**src/rtl/fix_msg_serializer.sv**
```systemverilog
// Serializes FIX field commands into ASCII "tag=value<SOH>" bytes and closes each message with a "10=NNN<SOH>" checksum trailer.
// Latency: the first byte of an accepted command appears on dout the next cycle, and bytes then stream at one per cycle.
// Backpressure: the byte register advances only when !valid || out_ready; while it is stalled, no input handshake completes.
module fix_msg_serializer (
    input  logic        clk,
    input  logic        reset,
    input  logic        fld_valid,
    output logic        fld_ready,
    input  logic [13:0] fld_tag,
    input  logic        fld_trailer,
    input  logic        val_valid,
    output logic        val_ready,
    input  logic [7:0]  val_data,
    input  logic        val_last,
    output logic [7:0]  dout,
    output logic        valid,
    input  logic        out_ready,
    output logic        msg_done,
    output logic        err
);

    typedef enum logic [2:0] {
        S_IDLE,
        S_TAG,
        S_EQ,
        S_VAL,
        S_SOH,
        S_CK_TAG,
        S_CK_DIG,
        S_CK_SOH
    } state_t;

    localparam logic [7:0] SOH_BYTE = 8'h01;
    localparam logic [7:0] EQ_BYTE  = 8'h3D;
    localparam logic [7:0] SUB_BYTE = 8'h3F;

    state_t      state;
    logic [3:0]  tag_dig [0:4];   // index 0 holds the ten-thousands digit and index 4 holds the ones digit
    logic [2:0]  idx;             // position within the digit sequence currently being emitted
    logic [7:0]  cksum;
    logic        trl_soh;         // dout holds the SOH byte that closes a trailer

    logic        adv;
    logic        fld_acc;
    logic        val_acc;
    logic [7:0]  cksum_base;
    logic [7:0]  val_byte;
    logic [3:0]  nd [0:4];
    logic [2:0]  start;
    logic [3:0]  ck_h;
    logic [3:0]  ck_t;
    logic [3:0]  ck_o;

    function automatic logic [7:0] asc(input logic [3:0] d);
        return 8'h30 + {4'h0, d};
    endfunction

    // Compute the handshake and pulse outputs. The reset term holds fld_ready low while reset is asserted.
    always_comb begin
        adv        = !valid || out_ready;
        fld_ready  = reset && (state == S_IDLE) && adv;
        val_ready  = reset && (state == S_VAL) && adv;
        fld_acc    = fld_valid && fld_ready;
        val_acc    = val_valid && val_ready;
        err        = val_acc && (val_data == SOH_BYTE);
        msg_done   = valid && out_ready && trl_soh;
        cksum_base = msg_done ? 8'h00 : cksum;
        val_byte   = (val_data == SOH_BYTE) ? SUB_BYTE : val_data;
    end

    // Split the incoming tag into decimal digits and find the first significant digit.
    always_comb begin
        nd[0] = 4'(fld_tag / 14'd10000);
        nd[1] = 4'((fld_tag / 14'd1000) % 14'd10);
        nd[2] = 4'((fld_tag / 14'd100) % 14'd10);
        nd[3] = 4'((fld_tag / 14'd10) % 14'd10);
        nd[4] = 4'(fld_tag % 14'd10);
        if (fld_tag >= 14'd10000)     start = 3'd0;
        else if (fld_tag >= 14'd1000) start = 3'd1;
        else if (fld_tag >= 14'd100)  start = 3'd2;
        else if (fld_tag >= 14'd10)   start = 3'd3;
        else                          start = 3'd4;
    end

    // The checksum stays constant during a trailer, so its digits can be derived from it directly.
    always_comb begin
        ck_h = 4'(cksum / 8'd100);
        ck_t = 4'((cksum / 8'd10) % 8'd10);
        ck_o = 4'(cksum % 8'd10);
    end

    // Sequence the FSM and the output byte register. Every byte loaded outside a trailer is added to the checksum.
    always_ff @(posedge clk or negedge reset) begin
        if (!reset) begin
            state   <= S_IDLE;
            tag_dig <= '{default: 4'h0};
            idx     <= 3'd0;
            cksum   <= 8'h00;
            trl_soh <= 1'b0;
            dout    <= 8'h00;
            valid   <= 1'b0;
        end else begin
            if (msg_done) begin
                cksum <= 8'h00;
            end
            if (adv) begin
                trl_soh <= 1'b0;
                case (state)
                    S_IDLE: begin
                        if (fld_acc) begin
                            valid <= 1'b1;
                            idx   <= 3'd0;
                            if (fld_trailer) begin
                                dout  <= 8'h31;
                                state <= S_CK_TAG;
                            end else begin
                                dout    <= asc(nd[start]);
                                cksum   <= cksum_base + asc(nd[start]);
                                tag_dig <= nd;
                                idx     <= start + 3'd1;
                                state   <= (start == 3'd4) ? S_EQ : S_TAG;
                            end
                        end else begin
                            valid <= 1'b0;
                        end
                    end
                    S_TAG: begin
                        valid <= 1'b1;
                        dout  <= asc(tag_dig[idx]);
                        cksum <= cksum_base + asc(tag_dig[idx]);
                        idx   <= idx + 3'd1;
                        if (idx == 3'd4) state <= S_EQ;
                    end
                    S_EQ: begin
                        valid <= 1'b1;
                        dout  <= EQ_BYTE;
                        cksum <= cksum_base + EQ_BYTE;
                        state <= S_VAL;
                    end
                    S_VAL: begin
                        // When no value byte is available, the register drains and no filler byte is emitted.
                        if (val_acc) begin
                            valid <= 1'b1;
                            dout  <= val_byte;
                            cksum <= cksum_base + val_byte;
                            if (val_last) state <= S_SOH;
                        end else begin
                            valid <= 1'b0;
                        end
                    end
                    S_SOH: begin
                        valid <= 1'b1;
                        dout  <= SOH_BYTE;
                        cksum <= cksum_base + SOH_BYTE;
                        state <= S_IDLE;
                    end
                    S_CK_TAG: begin
                        valid <= 1'b1;
                        if (idx == 3'd0) begin
                            dout <= 8'h30;
                            idx  <= 3'd1;
                        end else begin
                            dout  <= EQ_BYTE;
                            idx   <= 3'd0;
                            state <= S_CK_DIG;
                        end
                    end
                    S_CK_DIG: begin
                        valid <= 1'b1;
                        idx   <= idx + 3'd1;
                        case (idx)
                            3'd0:    dout <= asc(ck_h);
                            3'd1:    dout <= asc(ck_t);
                            default: begin
                                dout  <= asc(ck_o);
                                state <= S_CK_SOH;
                            end
                        endcase
                    end
                    S_CK_SOH: begin
                        valid   <= 1'b1;
                        dout    <= SOH_BYTE;
                        trl_soh <= 1'b1;
                        state   <= S_IDLE;
                    end
                    default: begin
                        valid <= 1'b0;
                        state <= S_IDLE;
                    end
                endcase
            end
        end
    end

endmodule
```
**config.mk**
```make
export PLATFORM = sky130hd
export DESIGN_NAME = fix_msg_serializer
export DESIGN_NICKNAME = d
export VERILOG_FILES = /design/src/rtl/fix_msg_serializer.sv
export SDC_FILE = /design/constraint.sdc
export NUM_CORES = 1
export LEC_CHECK = 0
export ABC_AREA = 1
export BUFFER_PORTS_ARGS = -buffer_cell sky130_fd_sc_hd__buf_2
export CORE_AREA = 3 3 142 144
export DETAILED_ROUTE_END_ITERATION = 8
export DIE_AREA = 0 0 145 147
export PLACE_DENSITY = 0.62
export SYNTH_ARGS = -nofsm -noshare
export SYNTH_HDL_FRONTEND = slang
export SYNTH_SLANG_ARGS = --single-unit
export TNS_END_PERCENT = 20
```
**constraint.sdc**
```tcl
create_clock -name clk -period 5.4 [get_ports clk]
set_input_delay 0.54 -clock clk [delete_from_list [all_inputs] [get_ports clk]]
set_output_delay 0.54 -clock clk [all_outputs]
set_load 0.05 [all_outputs]
```
# [Word-level counts from Yosys, hierarchy flattened]
# Index checks and enable logic that the tools add are counted.
[word_totals] ff_bits=44 output_inout_bits=13
[classes] n_addsub=12 n_div=12 order_cmp=6 n_eq_ne=17 muxes=40 bitwise_logic=3 n_reduce_logical=22
[op_table] operator="$mux 8" count=8
[op_table] operator="$mod 14x4->14 const B" count=4
[op_table] operator="$pmux 8 s7" count=1
[op_table] operator="$pmux 8 s5" count=1
[op_table] operator="$mux 3" count=13
[op_table] operator="$add 6x4->7 const A" count=5
[op_table] operator="$bmux 4 s3" count=2
[op_table] operator="$pmux 3 s7" count=1
[op_table] operator="$mux 4" count=5
[op_table] operator="$eq 3x3->1 const B" count=6
[op_table] operator="$add 8x7->8" count=2
[op_table] operator="$mod 8x4->8 const B" count=2
[op_table] operator="$div 14x10->14 const B" count=1
[op_table] operator="$div 14x14->14 const B" count=1
[op_table] operator="$div 14x4->14 const B" count=1
[op_table] operator="$div 14x7->14 const B" count=1
[op_table] operator="$ge 14x10->1 const B" count=1
[op_table] operator="$ge 14x14->1 const B" count=1
[op_table] operator="$ge 14x4->1 const B" count=1
[op_table] operator="$ge 14x7->1 const B" count=1
[op_table] operator="$pmux 7 s2" count=1
[op_table] operator="$ne 2x2->1 const B" count=6
[op_table] operator="$logic_and 1x1->1" count=9
[op_table] operator="$pmux 3 s3" count=1
[op_table] operator="other kinds (25)" count=37

# [Depth between registers and ports, before layout]
# Gate-level depths: netlist of the first run.
[logic_depth] word_depth=15 mapped_depth=68

# [Least setup slack after synthesis of the first run]
# Ideal clock, no wire load.
[synth_timing] kind="input -> register" from="input fld_tag[10]" to="register cksum[5]" setup_ps=120 arrival_time_ps=6087 required_time_ps=5280 path_slack_ps=-806 stages=61 cell_sequence="buf_4 > nor2_2 > a21oi_4 > nand2_2 > nand4_2 > nand3_2 > nand2_4 > nand2_1 > nand2_4 > nor2_2 > nand2_2 > nand2_2 > nand2_4 > nand2_2 > nand2_2 > nor2_2 > nand2_2 > nand2_4 > [25 not listed] > inv_1 > nand2_1 > nand3_1 > nand2_1 > nand3_1 > ha_1 > nand2_1 > nor2_1 > a211oi_1 > nor2_1 > nor2_1 > nand3_1 > nand2_1 > o22ai_1 > a21oi_1 > nand3_1 > o21ai_0 > inv_1"
[synth_via] elab_chain_len=15 elab_cells_between_ends=26
[synth_lines] item="start: declaration" line_no="9" text="input logic [13:0] fld_tag,"
[synth_lines] item="branches (longest 6 deep; another with $div 14x4->14)"
[synth_lines] item="$bmux 4 s3 (*)" line_no="118" text="cksum <= cksum_base + asc(nd[start]);"
[synth_lines] item="$mux 4 (implied by the code) (*) (2 in a row)" line_no="118"
[synth_lines] item="$add 6x4->7 (*)" line_no="55" text="return 8'h30 + {4'h0, d};"
[synth_lines] item="$add 8x7->8 (*)" line_no="118"
[synth_lines] item="$mux 8 (*)" line_no="113" text="if (fld_trailer) begin"
[synth_lines] item="$mux 8 (*)" line_no="110" text="if (fld_acc) begin"
[synth_lines] item="$pmux 8 s5 (*)" line_no="108" text="case (state)"
[synth_lines] item="$mux 8 (*)" line_no="106" text="if (adv) begin"
[synth_lines] item="end signal: assignment" line_no="118"
[synth_lines] item="end signal: assignment" line_no="130" text="cksum <= cksum_base + asc(tag_dig[idx]);"
[synth_lines] item="end signal: assignment" line_no="137" text="cksum <= cksum_base + EQ_BYTE;"
[synth_lines] item="end: declaration" line_no="40" text="logic [7:0] cksum;"
# Mark *: on every way between the ends. The select of a mux whose other input is x is not followed.
# A chain may end at the register's enable or synchronous reset.

# [Worst setup path after layout of the first run]
[layout_timing] from="input fld_tag[11]" to="register cksum[6]"
# Same word-level chain as after synthesis.

==> results.md, run 1 <==
* Synthesis-to-finish area growth at 39.9%
* Synth area leader: nand2_1
* Routability congestion estimate at approximately 0.9
* CP Launch Type: input port
* Row cnt at 50
* Max capacitance violation total at 0
* Placed insts at between 1500 and 2000
* Nets at between 1500 and 2000
* Mapped Nets at about 1300
* Share of layout cells above drive strength 1 at a little under two fifths
* Worst-margin pin slew at between 0.6 and 0.7 ns
* Final min period at approximately 6.4 ns
* Max FO, Critical Path at 7
* Arrival @ worst endpoint at between 6 and 7 ns
* Mapped Avg Cell Area at 6.02 um^2
* Setup TNS Final at -6.36 ns
* Vias in the first global route at between 8000 and 9000
* Worst r2r path cells at 35
* Top_reg_cell synth: dfrtp_1
* CTS Buf Count at 5
* First-pass GRT wire length at 37200 um
* Yosys reg bits at 41
* Die area at approximately 21000 um^2
* Clock transition at the registers of the reported paths at around 0.070 ns
* WL/cell at 12.9 um
* Post-Syn Area at 7590 um^2
* Max Fclk at roughly 160 MHz
* CP Data Required Time at ~5.6 ns
* Top cell type's share of synthesized area at ~15%
* ANT cells at 0
* Worst setup path end: cksum[6]$_DFF_PN0_
* Final worst setup slack at -1.00 ns
* Syn Inst Count at between 1000 and 1500
* R2r endpoint: dout[1]$_DFFE_PN0P_
* CTS H-Tree Depth at 2
* GRT Overall Usage at between 20 and 25%
* Unique masters post-synth at 73
* CP endpoint kind: register
* Cell Pwr Density at ~740 nW/um^2
* Via count at ~9000
* Clock latency on the worst-skew pair at roughly 0.29 ns
* Gr ovfl total at 0
* # port buffers at 41
* Post-synth EDFFs at 0
* Setup violators final at 8
* Setup CP Type: input port to register
* Hold Vio Cnt, Final at 0
* Antenna violations before repair at 0
* Crit. Startpoint: fld_tag[11]
* Vias per inst at 5.01
* FFs w/ async S/R, synth at between 90% and 100%
* Outcome: finished, violations left
* VDD IR max at approximately 0.49 mV
* Starting Density at 40.3%
* YS warnings at 0
* CTS tree: yes
* Most common cell after layout, fill and taps aside: nand2_1
* Post-DRT Antenna Nets at 0
* Hpwl dp at roughly 18000 um
* Most frequent cells in the layout: nand2_1, buf_4, inv_1
* Synth area leaders: nand2_1, dfrtp_1, inv_1
* Max stage delay on crit path at between 0.3 and 0.4 ns
* Final std cells w/o fill at 1764
* Final period util at 119%
* Max transition margin at 56.7%
* Hold Path Class: input port to async pin
* DRT Pass-1 Iters at 5
* Internal reg-to-reg setup slack at roughly 0.3 ns
* Static leakage at 5.61 nW
* Core Area at between 15000 and 20000 um^2
* RSZ-0062 raised after global routing: true
* Die Width at 145 um
* Die Ht at about 150 um
* Pins Over Slew Limit at 0
* Hold slack at 0.329 ns
* Ports at between 40 and 50
* DRC at 0
* Worst Skew at approximately 0.0056 ns
* Clk sink count at around 40
* R2R Path Start: cksum[4]$_DFF_PN0_
* Failing checks: setup timing
* Post-Route WL at around 23000 um
* Deepest clock path buffer count at 2
* CTS root buffer: clkbuf_16
* DRT iter0 DRCs at around 480
* CP max stage cell: fa_2
* Post-synthesis sequential area ratio at between 10% and 20%
* Largest net degree at the start of global routing at 43
==> routing by layer <==
metal,vias up,global-route usage [%],wire [um]
li1,4562,-,-
met1,4054,27.7,10700
met2,182,34.6,10900
met3,31,1.97,831
met4,0,3.90,357
met5,-,0,0
==> stage by stage <==
step | power [mW] | setup slack (ns) | util [%] | cell area [um^2]
finish | 7.84 | -1.00 | 56.4 | 10600
CTS | 7.18 | -1.06 | 52.2 | 9820
global placement | 6.55 | -1.35 | 49.9 | 9410
floorplan | 4.66 | -0.599 | - | 7620
global route | 8.67 | -1.49 | 56.4 | 10600
detailed placement | 6.64 | -1.51 | 49.9 | 9410
==> state kept, by name, indices dropped and copies added (netlist names) <==
| register | cells |
|---|---|
| cksum | 8 |
| dout | 8 |
| idx | 3 |
| state | 3 |
| tag_dig | 17 |
| trl_soh | 1 |
| valid | 1 |
==> cell type report <==
class,count,area [um^2]
clock buffers,5,125
clock inverters,3,25.0
fillers,1782,8210
inverters,211,825
multi-input cells,988,6380
flip-flops and latches,41,1030
well taps,260,325
repair buffers,256,1910
==> critical path: cells and delay by family <==
kind                     cells  cell delay [ns]
AND/OR/NAND/NOR             31             2.86
AO/OA/AOI/OAI               10             1.72
buffers and inverters        9             0.73
adder cells (fa/ha/maj)      2             0.56
XOR/XNOR                     1             0.15
==> cells in the mapped netlist, types with 3 or more instances <==
cell type,instances
fa_1,3
clkinv_1,5
dfrtp_1,41
a21oi_1,45
o211ai_1,4
a2111oi_0,3
o221ai_1,3
xnor2_1,7
a31oi_1,6
ha_1,40
clkbuf_8,4
o22ai_1,9
nand2_1,305
a211oi_1,3
nand2_2,59
nand4_1,21
nor2_1,129
nand3_1,98
nor3_1,10
inv_4,3
nand2_4,20
xor2_1,32
a21oi_2,5
nand3_2,19
clkbuf_1,10
o21a_1,5
nor2_2,13
a21boi_1,3
o31ai_1,3
o21ai_0,73
or2_2,9
inv_2,21
o21ai_1,14
nand4_2,3
inv_1,179
o2111ai_1,4
==> cells by family (layout without fill, tap and decap cells) <==
| logic type | count (synthesis) | after routing | synth area share [%] |
|---|---|---|---|
| AOI/OAI and AO/OA | 204 | 204 | 16.7 |
| buffers and inverters | 231 | 475 | 12.5 |
| adders and majority gates | 43 | 43 | 7.38 |
| and+or+nand+nor | 700 | 700 | 45.1 |
| xor gates and xnor gates | 40 | 40 | 4.71 |
| muxes | 1 | 1 | 0.132 |
| DFF | 41 | 41 | 13.5 |
==> what timing repair did <==
action | in CTS | in global routing
hold buffers | 0 | 0
pin swaps | 28 | 104
endpoints found under the setup margin | 8 | 15
resized for setup | 36 | 162
buffers inserted | 14 | 21
==> how the worst min path moves through the flow <==
stage | from | endpoint | slack (ns) | cells past startpoint
floorplan | reset | cksum[0]$_DFF_PN0_ | 0.24 | 0
global placement | dout[0]$_DFFE_PN0P_ | dout[0]$_DFFE_PN0P_ | 0.46 | 2
detailed placement | dout[0]$_DFFE_PN0P_ | dout[0]$_DFFE_PN0P_ | 0.46 | 2
CTS | reset | dout[0]$_DFFE_PN0P_ | 0.36 | 2
global route | reset | dout[6]$_DFFE_PN0P_ | 0.38 | 2
finish | reset | dout[0]$_DFFE_PN0P_ | 0.33 | 2
==> power breakdown <==
| part | internal (mW) | switching (mW) | total [mW] |
|---|---|---|---|
| logic | 3.00 | 3.97 | 6.97 |
| clock network | 0.174 | 0.137 | 0.311 |
| registers | 0.456 | 0.107 | 0.564 |
(Power assumes the default switching activity.)
==> run 2, diff against run 1 <==
--- a/config.mk
+++ b/config.mk
@@ -9,4 +9,5 @@
 export BUFFER_PORTS_ARGS = -buffer_cell sky130_fd_sc_hd__buf_2
 export CORE_AREA = 3 3 142 144
+export CTS_CLUSTER_DIAMETER = 120
 export DETAILED_ROUTE_END_ITERATION = 8
 export DIE_AREA = 0 0 145 147
==> constraint.sdc (replaced) <==
create_clock -name clk -period 5.4 [get_ports clk]
set_input_delay 0.27 -clock clk [delete_from_list [all_inputs] [get_ports clk]]
set_output_delay 0.27 -clock clk [all_outputs]
set_load 0.05 [all_outputs]
==> results.md, run 2 (same netlist as run 1, synthesis figures left out) <==
* Outcome: finished, violations left
* Failing checks: setup timing
* RSZ-0062 raised after global routing: true
* CP max stage cell: a211oi_2
* Top delay family on crit path: simple AND/OR/NAND/NOR gates
* Worst Skew at 0.00372 ns (-0.00190 ns)
* DRT Pass-1 Iters at 5 (unchanged)
* First-pass GRT wire length at 38700 um (+3.8%)
* Leading registers by flop count: tag_dig x17, cksum x8, dout x8
* Clk sink count at 41 (unchanged)
* Die Width at 145 um (unchanged)
* Final std cells w/o fill at 1781 (+0.96%)
* CTS tree: yes
* CP endpoint kind: register
* Most frequent cells in the layout: nand2_1, buf_4, inv_1
* Vias per inst at 4.97 (-0.72%)
* Antenna violations before repair at 0 (unchanged)
* Max Fclk at 163 MHz (+4.2%)
* Max stage delay on crit path at 0.27 ns (-0.12 ns)
* Crit-path most repeated cell: nand2_1
* Largest net degree at the start of global routing at 43 (unchanged)
* Internal reg-to-reg setup slack at 0.30 ns (about the same)
* Final period util at 114% (-4.8 points)
* Core Area at 18800 um^2 (unchanged)
* Max transition margin at 52.8% (-3.9 points)
* Clock transition at the registers of the reported paths at 0.06 ns (about the same)
* ANT cells at 0 (unchanged)
* Cell Pwr Density at 750 nW/um^2 (+1.5%)
* Nets at 1592 (+1.1%)
* Hpwl dp at 18400 um (+1.7%)
* DRT iter0 DRCs at 482 (+1.5%)
* CTS H-Tree Depth at 2 (unchanged)
* WL/cell at 13.3 um (+2.5%)
* Placed insts at 1727 (+0.29%)
* Pre-CTS setup slack at -1.08 ns (+0.425 ns)
* Setup violators final at 7 (-1)
* Routability congestion estimate at 0.891 (-1.7%)
* Deepest clock path buffer count at 2 (unchanged)
* Hold Vio Cnt, Final at 0 (unchanged)
* Vias in the first global route at 8254 (+2.6%)
* GRT Overall Usage at 21.1% (+0.98 points)
* Via count at 8850 (+0.24%)
* Max FO, Critical Path at 6 (-1)
* Row cnt at 50 (unchanged)
* Gr ovfl total at 0 (unchanged)
* Setup CP Type: input port to register
* Clock latency on the worst-skew pair at 0.29 ns (about the same)
* Post-DRT Antenna Nets at 0 (unchanged)
* CP Launch Type: input port
* Largest register FFs at 17 (unchanged)
* Final min period at 6.14 ns (-0.260 ns)
* Die Ht at 147 um (unchanged)
* Static leakage at 5.64 nW (+0.55%)
* CTS root buffer: clkbuf_16
* Power, Total at 7.99 mW (+1.8%)
* CP Data Required Time at 5.59 ns (about the same)
* # port buffers at 41 (unchanged)
* Hold Path Class: input port to async pin
* Synthesis-to-finish area growth at 40.3%
* Largest register by flop count: tag_dig
* WP buf/inv at 9 (unchanged)
* CTS Buf Count at 5 (unchanged)
* Final worst setup slack at -0.745 ns (+0.260 ns)
* Starting Density at 40.3% (unchanged)
* Ports at 42 (unchanged)
* Arrival @ worst endpoint at 6.33 ns (-0.25 ns)
* Most common cell after layout, fill and taps aside: nand2_1
* Pins Over Slew Limit at 0 (unchanged)
* Share of layout cells above drive strength 1 at 35.5% (-1.5 points)
* Die area at 21300 um^2 (unchanged)
* VDD IR max at 0.376 mV (-23%)
* Max capacitance violation total at 0 (unchanged)
* Post-Route WL at 23600 um (+3.5%)
* Worst-margin pin slew at 0.704 ns (+0.0580 ns)
* DRC at 0 (unchanged)
[run 2: cell types whose count changed in the layout (fill, tap and decap cells not counted), sizes merged]
cell and delta:
clkinv +2, buf +17, inv -2
[run 2: worst paths after layout]
check,from,endpoint,cells after the start
worst max-delay path,fld_tag[9],cksum[5]$_DFF_PN0_,56
worst min-delay path,reset,dout[5]$_DFFE_PN0P_,2
worst max register to register,cksum[4]$_DFF_PN0_,dout[1]$_DFFE_PN0P_,35
worst min register to register,dout[6]$_DFFE_PN0P_,dout[6]$_DFFE_PN0P_,2
max in group asynchronous,reset,cksum[6]$_DFF_PN0_,2
min in group clk,fld_tag[0],tag_dig[0]$_DFFE_PN0P_,3
[run 2: timing repair]
action / CTS / global route
gates cloned: 0 / 0
resized for setup: 78 / 88
endpoints found under the hold margin: 0 / 0
hold buffers: 0 / 0
pin swaps: 69 / 74
setup endpoints to repair: 7 / 11
setup buffers: 33 / 13
[run 2: power by group]
group	internal, mW	total [mW]	switching, mW
Combinational	3.11	7.11	4.00
Clock	0.172	0.312	0.140
Sequential	0.456	0.566	0.111
Total	3.74	7.99	4.25
[run 2: area by class of cell]
type / count / area (um^2)
Sequential cell: 41 / 1030
Tap cell: 260 / 325
Inverter: 211 / 828
Clock inverter: 3 / 21.3
Fill cell: 1792 / 8180
Multi-Input combinational cell: 988 / 6240
Timing Repair Buffer: 273 / 2080
Clock buffer: 5 / 125
[run 2: per-layer routing]
| metal | share of wire, % | global-route usage (%) |
|---|---|---|
| met1 | 46 | 28.6 |
| met2 | 48 | 36.7 |
| met3 | 3.7 | 1.73 |
| met4 | 2.1 | 4.89 |
| met5 | 0 | 0 |
[run 2: stage by stage]
stage / hold WS [ns] / utilization, % / setup TNS (ns) / area, um^2
after floorplan: -0.0256 / - / -1.33 / 7620
after global placement: 0.377 / 50.2 / -5.25 / 9460
after detailed placement: 0.379 / 50.2 / -6.12 / 9460
after CTS: 0.0698 / 54.1 / -3.17 / 10200
after global routing: 0.114 / 56.6 / -8.14 / 10600
final: 0.0467 / 56.6 / -4.45 / 10600
[run 2: worst register-to-register path, delay by kind of cell (launching register included)]
family	cells	cell delay, ns
AND/OR/NAND/NOR	17	1.95
AO/OA/AOI/OAI	7	1.21
buffers and inverters	8	0.83
XOR/XNOR	2	0.44
flip-flops	1	0.38
adder cells (fa/ha/maj)	1	0.19
